--- config.mk ---
export PLATFORM = sky130hd
export DESIGN_NAME = bin_to_bcd
export DESIGN_NICKNAME = d
export VERILOG_FILES = /design/src/rtl/bin_to_bcd_pkg.sv /design/src/rtl/bin_to_bcd_digit_adj.sv /design/src/rtl/bin_to_bcd.sv
export SDC_FILE = /design/constraint.sdc
export NUM_CORES = 1
export LEC_CHECK = 0
export CORE_MARGIN = 1
export CORE_UTILIZATION = 45
export DETAILED_ROUTE_END_ITERATION = 8
export GPL_ROUTABILITY_DRIVEN = 1
export PLACE_DENSITY_LB_ADDON = 0.2
export REMOVE_ABC_BUFFERS = 1
export SETUP_SLACK_MARGIN = 0.4
export SLEW_MARGIN = 15
export SYNTH_ARGS = -nofsm -noshare
export SYNTH_HDL_FRONTEND = slang
export SYNTH_SLANG_ARGS = --single-unit
--- constraint.sdc ---
create_clock -name clk -period 1.8 [get_ports clk]
set_input_delay 0.27 -clock clk [delete_from_list [all_inputs] [get_ports clk]]
set_output_delay 0.27 -clock clk [all_outputs]
set_load 0.05 [all_outputs]
--- src/rtl/bin_to_bcd_pkg.sv ---
// Shared types and constants for the binary-to-BCD converter.
package bin_to_bcd_pkg;

  typedef enum logic [1:0] {
    IDLE  = 2'd0,
    SHIFT = 2'd1,
    DONE  = 2'd2
  } state_t;

  localparam int BIN_W_DEF  = 32;
  localparam int DIGITS_DEF = 8;

  // Error pattern: every digit reads F on the seven-segment display.
  localparam logic [3:0]              BCD_ERR_DIGIT = 4'hF;
  localparam logic [4*DIGITS_DEF-1:0] BCD_ERR       = {DIGITS_DEF{BCD_ERR_DIGIT}};

  // Largest value representable in the given number of decimal digits.
  function automatic logic [63:0] bcd_max(input int digits);
    logic [63:0] m;
    m = 64'd1;
    for (int i = 0; i < digits; i++) m = m * 64'd10;
    return m - 64'd1;
  endfunction

endpackage

--- src/rtl/bin_to_bcd_digit_adj.sv ---
// Double-dabble digit correction: add 3 to a BCD digit that is 5 or more.
module bcd_digit_adj (
  input  logic [3:0] digit_i,
  output logic [3:0] digit_o
);

  assign digit_o = (digit_i >= 4'd5) ? digit_i + 4'd3 : digit_i;

endmodule

--- src/rtl/bin_to_bcd.sv ---
// Sequential double-dabble binary-to-BCD converter, one bit per cycle.
// Handshake: a request is taken on a rising edge with valid_i=1 and ready_o=1;
// valid_o pulses for one cycle with the result, with no backpressure on it.
module bin_to_bcd
  import bin_to_bcd_pkg::*;
#(
  parameter int BIN_W  = BIN_W_DEF,
  parameter int DIGITS = DIGITS_DEF
) (
  input  logic                clk,
  input  logic                reset,
  input  logic                valid_i,
  input  logic [BIN_W-1:0]    bin_i,
  output logic                ready_o,
  output logic [4*DIGITS-1:0] bcd_o,
  output logic                valid_o,
  output logic                ovf_o,
  output state_t              dbg_state_o
);

  localparam int                CNT_W    = $clog2(BIN_W) + 1;
  localparam int                BCD_W    = 4 * DIGITS;
  localparam logic [63:0]       MAX      = bcd_max(DIGITS);
  localparam logic [CNT_W-1:0]  CNT_LAST = CNT_W'(BIN_W - 1);

  state_t             state_q, state_d;
  logic [CNT_W-1:0]   cnt_q, cnt_d;
  logic [BCD_W-1:0]   scr_q, scr_d;
  logic [BIN_W-1:0]   bin_q, bin_d;
  logic               ovf_pend_q, ovf_pend_d;
  logic               ready_q, ready_d;
  logic               valid_q, valid_d;
  logic [BCD_W-1:0]   bcd_q, bcd_d;
  logic               ovf_q, ovf_d;
  logic [BCD_W-1:0]   adj;

  for (genvar g = 0; g < DIGITS; g++) begin : g_adj
    bcd_digit_adj u_adj (
      .digit_i (scr_q[4*g +: 4]),
      .digit_o (adj[4*g +: 4])
    );
  end

  always_ff @(posedge clk) begin
    if (reset) begin
      state_q    <= IDLE;
      cnt_q      <= '0;
      scr_q      <= '0;
      bin_q      <= '0;
      ovf_pend_q <= 1'b0;
      ready_q    <= 1'b1;
      valid_q    <= 1'b0;
      bcd_q      <= '0;
      ovf_q      <= 1'b0;
    end else begin
      state_q    <= state_d;
      cnt_q      <= cnt_d;
      scr_q      <= scr_d;
      bin_q      <= bin_d;
      ovf_pend_q <= ovf_pend_d;
      ready_q    <= ready_d;
      valid_q    <= valid_d;
      bcd_q      <= bcd_d;
      ovf_q      <= ovf_d;
    end
  end

  always_comb begin
    state_d = state_q;
    case (state_q)
      IDLE:    if (valid_i) state_d = SHIFT;
      SHIFT:   if (cnt_q == CNT_LAST) state_d = DONE;
      DONE:    state_d = IDLE;
      default: state_d = IDLE;
    endcase
  end

  always_comb begin
    cnt_d      = cnt_q;
    scr_d      = scr_q;
    bin_d      = bin_q;
    ovf_pend_d = ovf_pend_q;
    valid_d    = 1'b0;
    bcd_d      = bcd_q;
    ovf_d      = ovf_q;
    ready_d    = (state_d == IDLE);
    case (state_q)
      IDLE: begin
        if (valid_i) begin
          cnt_d      = '0;
          scr_d      = '0;
          bin_d      = bin_i;
          ovf_pend_d = (64'(bin_i) > MAX);
        end
      end
      SHIFT: begin
        // Top scratch bit falls off; overflow is already decided at accept.
        scr_d = {adj[BCD_W-2:0], bin_q[BIN_W-1]};
        bin_d = {bin_q[BIN_W-2:0], 1'b0};
        cnt_d = cnt_q + CNT_W'(1);
      end
      DONE: begin
        valid_d = 1'b1;
        ovf_d   = ovf_pend_q;
        bcd_d   = ovf_pend_q ? {DIGITS{BCD_ERR_DIGIT}} : scr_q;
      end
      default: ;
    endcase
  end

  assign ready_o     = ready_q;
  assign valid_o     = valid_q;
  assign bcd_o       = bcd_q;
  assign ovf_o       = ovf_q;
  assign dbg_state_o = state_q;

endmodule
**Word-level counts from Yosys, hierarchy flattened**

Cells that the tools add are included.

- Register bits: 108

- Add/subtract/negate cells: 9
- $lt $le $gt $ge: 9
- Eq/ne operators: 4
- Mux-type cells: 19
- Reduce and logical (&&, ||, !) cells: 5

Operator list:

| kind | number |
|---|---|
| one-hot mux 32 bit (2 select lines) | 2 |
| 2-to-1 mux 32 bit | 3 |
| >= comparator 4 x 3 -> 1 bit, second input constant | 8 |
| greater-than comparator 32 x 27 -> 1 bit, second input constant | 1 |
| adder 4 x 2 -> 4 bit, second input constant | 7 |
| 2-to-1 mux 4 bit | 7 |
| one-hot mux 6 bit (2 select lines) | 1 |
| adder 6 x 1 -> 6 bit, second input constant | 1 |
| == test 6 x 5 -> 1 bit, second input constant | 1 |
| 2-to-1 mux 6 bit | 1 |
| logical NOT 2 bit | 2 |
| 2-to-1 mux 2 bit | 2 |
| one-hot mux 2 bit (2 select lines) | 1 |
| AND reduction 2 bit | 2 |
| adder 3 x 2 -> 3 bit, second input constant | 1 |
| 2-to-1 mux 3 bit | 1 |
| == test 2 x 1 -> 1 bit, second input constant | 1 |
| == test 2 bit, second input constant | 1 |
| inequality test 2 bit, second input constant | 1 |
| nonzero test 2 bit | 1 |
| 2-to-1 mux 1 bit | 1 |

**Logic depth before layout (Yosys ltp)**

- Depth after elaboration: 4
- Depth in mapped cells: 6
- Mapped depth without buffers: 6

**Modules after synthesis**

A second synthesis with hierarchy kept.

- Cell total of the unflattened synthesis: 549
- Area, all modules: 4733.3 µm²

By module, submodules not included:

| module | times used | cells each | area an instance (µm²) | sequential area each (µm²) |
|---|---|---|---|---|
| bin_to_bcd | 1 | 421 | 3922.5 | 2162.1 |
| bcd_digit_adj | 8 | 16 | 101.3 | 0.0 |

**Worst setup path before layout**

OpenSTA, ideal clock, no wires.

- Path kind: reg-to-reg
- From: reg state_q[1], in the netlist dbg_state_o[1]
- To: reg scr_q[7]
- Library setup time: 0.133 ns
- Arrival time: 1.562 ns
- Data required time: 1.667 ns
- Slack: 0.106 ns
- Stages on the path, launching flop included: 7
- Path buffers: 2
- Cell sequence: dfxtp_1 > buf_2 > nand2b_4 > clkbuf_1 > nor3_1 > o21ai_0 > a21oi_1

- Longest elaborated chain between the ends: 3
- Elaborated cells between the ends (all ways): 6

RTL lines:

| element | line | source |
|---|---|---|
| from (decl) | bin_to_bcd.sv:26 | `state_t state_q, state_d;` |
| from (signal assigned) | bin_to_bcd.sv:56 | `state_q <= state_d;` |
| == test 2 x 1 -> 1 bit / logical NOT 2 bit (equally long branches) | bin_to_bcd.sv:87 | `case (state_q)` |
| nonzero test 2 bit (no source line) / inequality test 2 bit (equally long branches) | n/a |  |
| AND reduction 2 bit (no source line) | n/a |  |
| to (signal assigned) | bin_to_bcd.sv:58 | `scr_q <= scr_d;` |
| to (decl) | bin_to_bcd.sv:28 | `logic [BCD_W-1:0] scr_q, scr_d;` |

Parallel ways exist; a longest one is shown, timed or not.
A chain may end at the register's enable or synchronous reset.

**Final worst setup path**

- From: reg state_q[0], in the netlist dbg_state_o[0]
- To: out dbg_state_o[0]

RTL lines:

| element | line | source |
|---|---|---|
| to (decl) | bin_to_bcd.sv:18 | `output state_t dbg_state_o` |

No word-level cell between the ends.

==> flow_summary.ini <==
[outcome]
outcome = finished clean

[clock_tree]
clkTransAtPathRegs_ns = 0.10
clock_path_buffers = 2
cts.sinks = 108
clock_latency_ns = 0.37
ctsRootBufferMaster = clkbuf_8
cts_inserted_buffers = 9
cts_tree = yes
postCtsHoldBufs = 0
cts.htree.levels = 3

[final_layout]
fillers = 989
post_route_cells_drive_above_1_share_pct = 19.44
final_area_um2 = 6357
fin_util_pct = 58.90
syn_to_final_growth_pct = 27.70
nNetsFinal = 757
num_antenna_cells = 0

[routing]
ant_nets = 0
drtIter0Drc = 214
drt-total-wl_um = 11490
wl_per_cell_um = 13.51
drc = 0
num_vias = 4470
routed_via_density = 5.259
drtPass1Iterations = 4

[setup_path]
path_common_cell = buf_12
arrival_ns = 1.12
worstPathMaxFanout = 22
cp-start-kind = register
crit_required_ns = 1.53
path_class = reg2out
end_kind = primary output
cpPeakStageDelay_ns = 0.45
cp_cell_sequence = buf_12 -> buf_12
cpMaxStageDelayCell = dfxtp_4

[global_routing]
grt_usage_pct = 20.55
grt_pass1_wl_um = 19260
grt_overflow = 0
antenna_found_initial = 0
grt_pass1_vias = 4206
grt_max_degree = 42

[logic_synthesis]
ys.flop_type = dfxtp_1
yosys.area.top_type_share_pct = 43.43
ys_seq_area_share_pct = 43.43
synth_cells = 640
yosysUniqueCellTypes = 42
synth_largest_area_cell = dfxtp_1
synthesis.area_um2 = 4979
synth_enable_flop_cells = 0
synthMostInstantiatedCell = nor2_1
ys_warn_count = 0
ys_async_sr_fraction_pct = 0
synth_common_cells = 138 x nor2_1, 108 x dfxtp_1, 60 x a21oi_1
ys_seq_elements = 108
synthTopCellsByArea = dfxtp_1 43%, nor2_1 10%, a21oi_1 6.0%, o21ai_0 4.3%, ha_1 4.3%
synth_area_per_cell_um2 = 7.779

[die]
die_x_um = 107.2
dieArea_um2 = 11490
dieHeight_um = 107.2
num_io_pins = 72
core_um2 = 10790
initial_core_util_pct = 46.13
row_count = 38

[placed_design]
post_dp_cell_area_um2 = 5842
place.gp.congestion = 0.7790
hpwl_um = 7389
port-buffer-count = 71

[sta]
max_slew.worst_pin.slew_ns = 0.4673
finClkSkew_ns = 0.01467
hold_viol = 0
rsz0062_at_grt = yes
fin_crit_ns = 1.394
fmax_mhz = 717.5
drv_slew = 0
max_slew_margin_pct = 68.84
post-route-period-util_pct = 77.43
setup-violations-final = 0

[hold_path]
hp-class = in2reg

[power]
cellPowerDensity_nw_per_um2 = 697.0
p_leak_nw = 2.478
irDropWorstVdd_v = 0.0003865

[flow_run]
drv_cap = 0
## placed cells by master, fill, tap and decap left out, types with 10 or more instances in the layout
cell type | netlist | routed
clkdlybuf4s50_1 | 0 | 30
clkdlybuf4s15_2 | 0 | 22
o21ai_0 | 43 | 42
a22o_1 | 16 | 16
dfxtp_2 | 0 | 12
dfxtp_1 | 108 | 87
nand3_1 | 11 | 11
inv_1 | 19 | 12
nor2b_1 | 30 | 30
nor2_1 | 138 | 138
nand2_1 | 42 | 42
ha_1 | 17 | 10
buf_4 | 4 | 26
nor3_1 | 40 | 40
mux2i_1 | 10 | 10
a21oi_1 | 60 | 52
## cell type report
type	instances	area, µm²	share of cell area, %
Tap cell	140	175.2	2.755
Clock buffer	9	123.9	1.948
Sequential cell	108	2211	34.78
Inverter	19	71.32	1.122
Clock inverter	7	50.05	0.7872
Timing Repair Buffer	96	1012	15.92
Multi-Input combinational cell	471	2714	42.69
## sequential cells by signal, summed over array words and instances, names as in the netlist, 2 cells and up
signal	cells
scr_q	32
bin_q	32
cnt_q	6
bcd_o	32
dbg_state_o	2
## routing by layer
metal | wire length (µm) | track usage, % | vias to the layer above
met3 | 475 | 3.830 | 11
met2 | 5713 | 36.59 | 94
met4 | 114 | 5.479 | 0
met5 | 0 | 0 | -
li1 | - | - | 2262
met1 | 5180 | 25.26 | 2103
## through the flow
step	hold WS [ns]	setup WS, ns	setup TNS (ns)	power, mW	cells
final	0.2560	0.4063	0	4.431	850
after global routing	0.2501	0.3620	0	4.647	850
after CTS	0.2467	0.3554	0	4.478	844
after detailed placement	0.4414	-0.03248	-0.3795	3.092	827
after global placement	0.4321	-0.03161	-0.4807	3.082	827
after floorplan	0.3391	-1.268	-105.73	2.848	598
## worst paths after layout
| kind | startpoint | to | cells past startpoint | slack [ns] |
|---|---|---|---|---|
| max | dbg_state_o[0] | dbg_state_o[0] | 2 | 0.41 |
| min | reset | scr_q[8] | 2 | 0.26 |
| max reg2reg | scr_q[20] | scr_q[24] | 6 | 0.44 |
| min reg2reg | bcd_o[5] | bcd_o[5] | 2 | 0.45 |
## critical path, delay by kind of cell (launching register included)
family | cells | cell delay, ns
flip-flops | 1 | 0.45
buffers and inverters | 2 | 0.32
## kinds of logic after synthesis
group / Yosys count / synth area share [%]
AOI/OAI and AO/OA: 134 / 15.23
xor gates and xnor gates: 15 / 2.639
adders and majority gates: 17 / 4.272
buffers and inverters: 61 / 5.227
DFF: 108 / 43.43
muxes: 10 / 2.011
and+or+nand+nor: 295 / 27.19
## report_power, final
| part | internal [mW] | total (mW) | switching (mW) | leakage (nW) |
|---|---|---|---|---|
| Clock | 0.512 | 1.37 | 0.860 | 0.0873 |
| Sequential | 2.45 | 2.49 | 0.0437 | 0.892 |
| Combinational | 0.258 | 0.566 | 0.307 | 1.50 |
## repair_timing
action,in CTS,in global routing
resized for setup,112,55
gates cloned,1,0
setup buffers,0,6
pin swaps,5,12
endpoints found under the setup margin,53,73
(Power assumes the default switching activity.)
